`src/rtl/omp_pkg.sv`:
```
// Shared types and defaults for the OMP sequencer: state encoding, termination codes, size defaults.
package omp_pkg;

  localparam int unsigned N_MAX_DEF = 64;
  localparam int unsigned M_MAX_DEF = 8;
  localparam int unsigned K_MAX_DEF = 16;
  localparam int unsigned DW_DEF    = 96;
  localparam int unsigned EW_DEF    = 48;

  typedef enum logic [3:0] {
    IDLE,
    CHK,
    INIT,
    A_GO,
    A_WAIT,
    LATCH,
    B_GO,
    B_WAIT,
    NEXT,
    FIN
  } omp_state_e;

  localparam logic [1:0] ERR_OK   = 2'd0;
  localparam logic [1:0] ERR_CFG  = 2'd1;
  localparam logic [1:0] ERR_ATOM = 2'd2;
  localparam logic [1:0] ERR_STOP = 2'd3;

endpackage

```
`src/rtl/omp_init_copy.sv`:
```
// Copies y words 0..m_cfg-1 into residual rows; the write trails the read by the y memory latency.
module omp_init_copy #(
  parameter  int unsigned M_MAX = 8,
  localparam int unsigned MW    = $clog2(M_MAX)
) (
  input  logic          clk,
  input  logic          rst_n,
  input  logic          en,
  input  logic [MW:0]   m_cfg,
  output logic [MW-1:0] y_addr,
  output logic [MW-1:0] r_addr,
  output logic          r_we,
  output logic          last_c
);

  logic [MW:0] cnt;

  // cnt runs 0..m_cfg while enabled; the final count is the drain cycle for the last write
  always_ff @(posedge clk or negedge rst_n) begin
    if (!rst_n) begin
      cnt    <= '0;
      r_addr <= '0;
      r_we   <= 1'b0;
    end else begin
      cnt    <= en ? cnt + (MW+1)'(1) : '0;
      r_we   <= en && (cnt < m_cfg);
      r_addr <= en ? cnt[MW-1:0] : '0;
    end
  end

  assign y_addr = cnt[MW-1:0];
  assign last_c = en && (cnt == m_cfg);

endmodule

```
`src/rtl/omp_seq_gen.sv`:
```
// OMP iteration sequencer: validates config, seeds the residual, then alternates atom-select and
// orthogonalisation engines. Optional early stop on residual energy under RESIDUAL_STOP_EN.
module omp_seq_gen
  import omp_pkg::*;
#(
  parameter  int unsigned N_MAX = N_MAX_DEF,
  parameter  int unsigned M_MAX = M_MAX_DEF,
  parameter  int unsigned K_MAX = K_MAX_DEF,
  parameter  int unsigned DW    = DW_DEF,
  parameter  int unsigned EW    = EW_DEF,
  localparam int unsigned LW    = $clog2(N_MAX),
  localparam int unsigned MW    = $clog2(M_MAX),
  localparam int unsigned KW    = $clog2(K_MAX + 1)
) (
  input  logic             clk,
  input  logic             rst_n,
  input  logic             start,
  input  logic             abort,
  input  logic [LW:0]      n_cfg,
  input  logic [MW:0]      m_cfg,
  input  logic [KW-1:0]    k_cfg,
  input  logic [EW-1:0]    thr,
  output logic [MW-1:0]    y_addr,
  input  logic [DW-1:0]    y_rdata,
  output logic [MW-1:0]    r_addr,
  output logic [DW-1:0]    r_wdata,
  output logic             r_we,
  output logic             a_start,
  input  logic             a_done,
  input  logic [LW-1:0]    a_lambda,
  output logic             b_start,
  input  logic             b_done,
  input  logic [EW-1:0]    b_energy,
  output logic [N_MAX-1:0] sel_mask,
  output logic [LW-1:0]    lambda_out,
  output logic             lambda_we,
  output logic [KW-1:0]    iter,
  output logic             busy,
  output logic             done,
  output logic [KW-1:0]    final_k,
  output logic [1:0]       err
);

  omp_state_e       state, state_d;
  logic             busy_d, done_d, a_start_d, b_start_d, lambda_we_d;
  logic [N_MAX-1:0] sel_mask_d;
  logic [LW-1:0]    lambda_out_d;
  logic [KW-1:0]    iter_d, final_k_d;
  logic [1:0]       err_d;
  logic             copy_en, copy_last_c, cfg_bad_c, atom_bad_c;

`ifndef RESIDUAL_STOP_EN
  logic unused_stop;
  assign unused_stop = ^{thr, b_energy};
`endif

  assign copy_en = (state == INIT) && !abort;

  omp_init_copy #(.M_MAX(M_MAX)) u_copy (
    .clk    (clk),
    .rst_n  (rst_n),
    .en     (copy_en),
    .m_cfg  (m_cfg),
    .y_addr (y_addr),
    .r_addr (r_addr),
    .r_we   (r_we),
    .last_c (copy_last_c)
  );

  // y memory has one cycle of latency, so its data lines up with the delayed write address
  assign r_wdata = y_rdata;

  assign cfg_bad_c = (n_cfg == '0) || (32'(n_cfg) > N_MAX) ||
                     (m_cfg == '0) || (32'(m_cfg) > M_MAX) ||
                     (k_cfg == '0) || (32'(k_cfg) > K_MAX) ||
                     (32'(k_cfg) > 32'(m_cfg));
  assign atom_bad_c = (32'(a_lambda) >= 32'(n_cfg)) || sel_mask[a_lambda];

  always_ff @(posedge clk or negedge rst_n) begin
    if (!rst_n) begin
      state      <= IDLE;
      busy       <= 1'b0;
      done       <= 1'b0;
      a_start    <= 1'b0;
      b_start    <= 1'b0;
      lambda_we  <= 1'b0;
      lambda_out <= '0;
      sel_mask   <= '0;
      iter       <= '0;
      final_k    <= '0;
      err        <= ERR_OK;
    end else begin
      state      <= state_d;
      busy       <= busy_d;
      done       <= done_d;
      a_start    <= a_start_d;
      b_start    <= b_start_d;
      lambda_we  <= lambda_we_d;
      lambda_out <= lambda_out_d;
      sel_mask   <= sel_mask_d;
      iter       <= iter_d;
      final_k    <= final_k_d;
      err        <= err_d;
    end
  end

  // Next state plus next output values; strobes are raised on entry to the state that owns them
  always_comb begin
    state_d      = state;
    busy_d       = busy;
    done_d       = 1'b0;
    a_start_d    = 1'b0;
    b_start_d    = 1'b0;
    lambda_we_d  = 1'b0;
    lambda_out_d = lambda_out;
    sel_mask_d   = sel_mask;
    iter_d       = iter;
    final_k_d    = final_k;
    err_d        = err;

    unique case (state)
      IDLE: if (start) begin
        state_d    = CHK;
        busy_d     = 1'b1;
        sel_mask_d = '0;
        iter_d     = '0;
        final_k_d  = '0;
        err_d      = ERR_OK;
      end
      CHK: if (cfg_bad_c) begin
        state_d = FIN;
        err_d   = ERR_CFG;
        done_d  = 1'b1;
        busy_d  = 1'b0;
      end else begin
        state_d = INIT;
      end
      INIT: if (copy_last_c) begin
        state_d   = A_GO;
        a_start_d = 1'b1;
      end
      A_GO: state_d = A_WAIT;
      A_WAIT: if (a_done) begin
        if (atom_bad_c) begin
          state_d = FIN;
          err_d   = ERR_ATOM;
          done_d  = 1'b1;
          busy_d  = 1'b0;
        end else begin
          state_d              = LATCH;
          sel_mask_d[a_lambda] = 1'b1;
          lambda_out_d         = a_lambda;
          lambda_we_d          = 1'b1;
          final_k_d            = final_k + KW'(1);
        end
      end
      LATCH: begin
        state_d   = B_GO;
        b_start_d = 1'b1;
      end
      B_GO: state_d = B_WAIT;
      B_WAIT: if (b_done) begin
`ifdef RESIDUAL_STOP_EN
        if (b_energy < thr) begin
          state_d = FIN;
          err_d   = ERR_STOP;
          done_d  = 1'b1;
          busy_d  = 1'b0;
        end else begin
          state_d = NEXT;
        end
`else
        state_d = NEXT;
`endif
      end
      NEXT: if (iter == KW'(k_cfg - KW'(1))) begin
        state_d = FIN;
        done_d  = 1'b1;
        busy_d  = 1'b0;
      end else begin
        iter_d    = iter + KW'(1);
        state_d   = A_GO;
        a_start_d = 1'b1;
      end
      FIN: state_d = IDLE;
      default: state_d = IDLE;
    endcase

    // Abort discards any transition this cycle, including a coincident engine completion
    if (abort && (state != IDLE)) begin
      state_d      = IDLE;
      busy_d       = 1'b0;
      done_d       = 1'b0;
      a_start_d    = 1'b0;
      b_start_d    = 1'b0;
      lambda_we_d  = 1'b0;
      lambda_out_d = lambda_out;
      sel_mask_d   = sel_mask;
      iter_d       = iter;
      final_k_d    = final_k;
      err_d        = err;
    end
  end

endmodule

```
`config.mk`:
```
export PLATFORM = sky130hd
export DESIGN_NAME = omp_seq_gen
export DESIGN_NICKNAME = d
export VERILOG_FILES = /design/src/rtl/omp_pkg.sv /design/src/rtl/omp_init_copy.sv /design/src/rtl/omp_seq_gen.sv
export SDC_FILE = /design/constraint.sdc
export NUM_CORES = 1
export LEC_CHECK = 0
export ABC_AREA = 1
export BUFFER_PORTS_ARGS = -buffer_cell sky130_fd_sc_hd__buf_2
export CORE_MARGIN = 2
export CORE_UTILIZATION = 28
export DETAILED_ROUTE_END_ITERATION = 10
export GPL_ROUTABILITY_DRIVEN = 0
export HOLD_SLACK_MARGIN = 0.12
export PLACE_DENSITY = 0.56
export SYNTH_ARGS = -nofsm -noshare
export SYNTH_HDL_FRONTEND = slang
export SYNTH_SLANG_ARGS = --single-unit
export TNS_END_PERCENT = 1
```
`constraint.sdc`:
```
create_clock -name clk -period 2.75 [get_ports clk]
set_input_delay 0.1375 -clock clk [delete_from_list [all_inputs] [get_ports clk]]
set_output_delay 0.1375 -clock clk [all_outputs]
set_load 0.05 [all_outputs]
```
==> impl_metrics.json <==
{
  "synth_top_area_share_pct": 36.0,
  "initial_utilization_pct": 28.4,
  "diodes": 0,
  "fin_skew_ns": 0.0133,
  "design.core.area_um2": 24200,
  "cellPowerDensity_nw_per_um2": 631,
  "cts.sinks": 99,
  "root_buffer": "clkbuf_16",
  "fp-row-count": 57,
  "setup_tns_ns": 0,
  "cts_buffer_depth": 2,
  "holdCritPathClass": "in -> reg",
  "synth_top_cell_by_area": "dfrtp_1",
  "cts_repair_resize_count": 0,
  "crit_family": "simple AND/OR/NAND/NOR gates",
  "grt_use_total_pct": 15.2,
  "cp.required_ns": 2.98,
  "critPathBufInv": 4,
  "viasPerCell": 4.49,
  "critical_path.max_stage_delay_ns": 0.46,
  "path_class": "reg -> reg",
  "slew_headroom_pct": 46.5,
  "r2r_end": "sel_mask[36]",
  "design_area_um2": 7510,
  "drtAntennaViolNets": 0,
  "crit_start": "state[3]",
  "gr-total-overflow": 0,
  "grt_max_degree": 69,
  "tightest_slew_ns": 0.803,
  "final_common_cell": "nand2_1",
  "antenna_found_initial": 0,
  "syn-num-nets": 1204,
  "vdd_drop_max_mv": 0.292,
  "cts_buffers": 9,
  "syn_inst": 965,
  "port-buffer-count": 121,
  "cts_hold_buf": 3,
  "path_max_fanout": 34,
  "placed_area_um2": 7190,
  "async_flop_share_pct": 100,
  "report.final.slew_viol_count": 0,
  "drc": 0,
  "final-instance-count-excl-fill": 1324,
  "cap_violations": 0,
  "grt_pass1_vias": 5511,
  "r2r_start": "state[3]",
  "startpoint_type": "flop",
  "ys_top_cells_by_area": "dfrtp_1, nand2_1, buf_4",
  "post_cts_buffers": 0,
  "fmax_ghz": 0.435,
  "fill_cells": 2585,
  "crit_path_end_kind": "flop",
  "layout_common_cells": "nand2_1, buf_2, inv_1, dfrtp_1, a21oi_1",
  "dp_cells": 1305,
  "dpl.hpwl_um": 14400,
  "area_growth_pct": 9.32,
  "die_y_um": 161,
  "multi_input_area_um2": 2970,
  "cp_slowest_cell": "dfrtp_1",
  "nNetsFinal": 1234,
  "r2r_cells": 12,
  "leakage_nw": 3.76,
  "ys_seq_area_share_pct": 36.0,
  "syn_avg_cell_area_um2": 7.12,
  "cts_tree": "done",
  "finalCritPeriodShare_pct": 83.6,
  "yosys_register_bits": 99,
  "rrSetupSlack_ns": 0.45,
  "rsz0062_at_grt": "no",
  "setup_violations": 0,
  "first_iter_violations": 399,
  "htreeDepth": 3,
  "cp.depth": 12,
  "final_layout_size_suffix_gt1_share_pct": 18.3,
  "synth_cell_types": 36,
  "synth-edff-count": 0,
  "hold_viol": 0,
  "seq_area_um2": 2480,
  "grt_pass1_wl_um": 30600,
  "num_vias": 5951,
  "cts.clk_slew.worst_paths_ns": 0.07,
  "wl_per_cell_um": 14.9,
  "arrival_ns": 2.53,
  "yosysWarnings": 0,
  "ys.flop_type": "dfrtp_1",
  "crit_chain": "nor2_1, inv_2, nor2_4, inv_2, o32ai_1, nor2_1, nand2_1, a21oi_4, buf_12, buf_12, nand2_1, o21ai_0",
  "critPathCapture": "sel_mask[36]",
  "dr.pass1.iters": 5,
  "die_w_um": 161,
  "routed_wl_um": 19800,
  "die_area_um2": 25800,
  "synth.cell_area_um2": 6870,
  "insertion_delay_ns": 0.36,
  "status": "complete, no violations",
  "timing.final.crit_period_ns": 2.30,
  "ios": 410
}
[metrics by stage]
stage          worst slack, ns  util [%]  total power, mW  hold slack, ns
3_3_place_gp             0.415      29.7             3.44           0.106
2_1_floorplan            0.751         -             3.33          -0.158
4_1_cts                  0.466      31.1             4.79           0.173
5_1_grt                  0.203      31.1             5.02           0.208
6_report                 0.451      31.1             4.74           0.184
3_5_place_dp             0.389      29.7             3.45           0.102
[Yosys cell counts, types with 2 or more instances]
cell type	number
a21oi_1	72
and2_1	2
and3_1	2
buf_2	11
buf_4	102
buf_6	10
clkbuf_1	10
dfrtp_1	99
ha_1	19
inv_1	117
inv_2	3
nand2_1	292
nand3_1	37
nand4_1	7
nor2_1	45
nor2_2	3
nor3_1	6
nor3_2	7
o211ai_1	8
o21ai_0	34
o21ai_1	48
o31ai_1	3
or2_2	2
xnor2_1	6
xor2_1	9
[power breakdown]
group / switching, mW / total (mW) / internal (mW)
Clock: 0.636 / 1.32 / 0.680
Sequential: 0.0808 / 1.63 / 1.55
Combinational: 1.25 / 1.79 / 0.540
[worst min path at each step]
stage	from	slack, ns	end	cells after the start
2_1_floorplan	rst_n	-0.16	a_start	0
3_3_place_gp	rst_n	0.11	u_copy.r_addr[0]	1
3_5_place_dp	rst_n	0.10	u_copy.r_addr[1]	1
4_1_cts	a_done	0.17	busy	4
5_1_grt	a_done	0.21	busy	4
6_report	a_done	0.18	busy	4
[routing by layer]
layer,GRT usage (%),vias up,routed length (um)
met4,8.15,0,809
li1,-,3011,-
met2,23.0,175,8670
met3,4.67,50,1620
met1,19.3,2715,8690
met5,0,-,0
[state kept, by name (all words and copies together) (netlist names)]
signal and flops:
iter 5, lambda_out 6, final_k 5, lambda_we 1
u_copy.r_we 1, busy 1, u_copy.cnt 4, a_start 1
b_start 1, err 2, u_copy.r_addr 3, state 4
sel_mask 64, done 1
[worst min-delay path, cell delays in order]
cell and delay (ns):
buf_2 0.09, nand2_1 0.06, o21bai_1 0.16, nor2_1 0.05
[cells by family after synthesis]
family	synth area share, %
buf+inv	20.7
xor+xnor	1.91
flops	36.0
fa+ha+maj	3.46
compound gates	13.6
simple gates	24.3
[layout make-up]
cell class / instances / area share, %
Clock buffer: 11 / 3.36
Multi-Input combinational cell: 613 / 39.6
Tap cell: 324 / 5.40
Timing Repair Buffer: 152 / 12.1
Sequential cell: 99 / 33.0
Inverter: 120 / 6.00
Clock inverter: 5 / 0.566
Note: power is estimated with default switching activity, not from simulation.
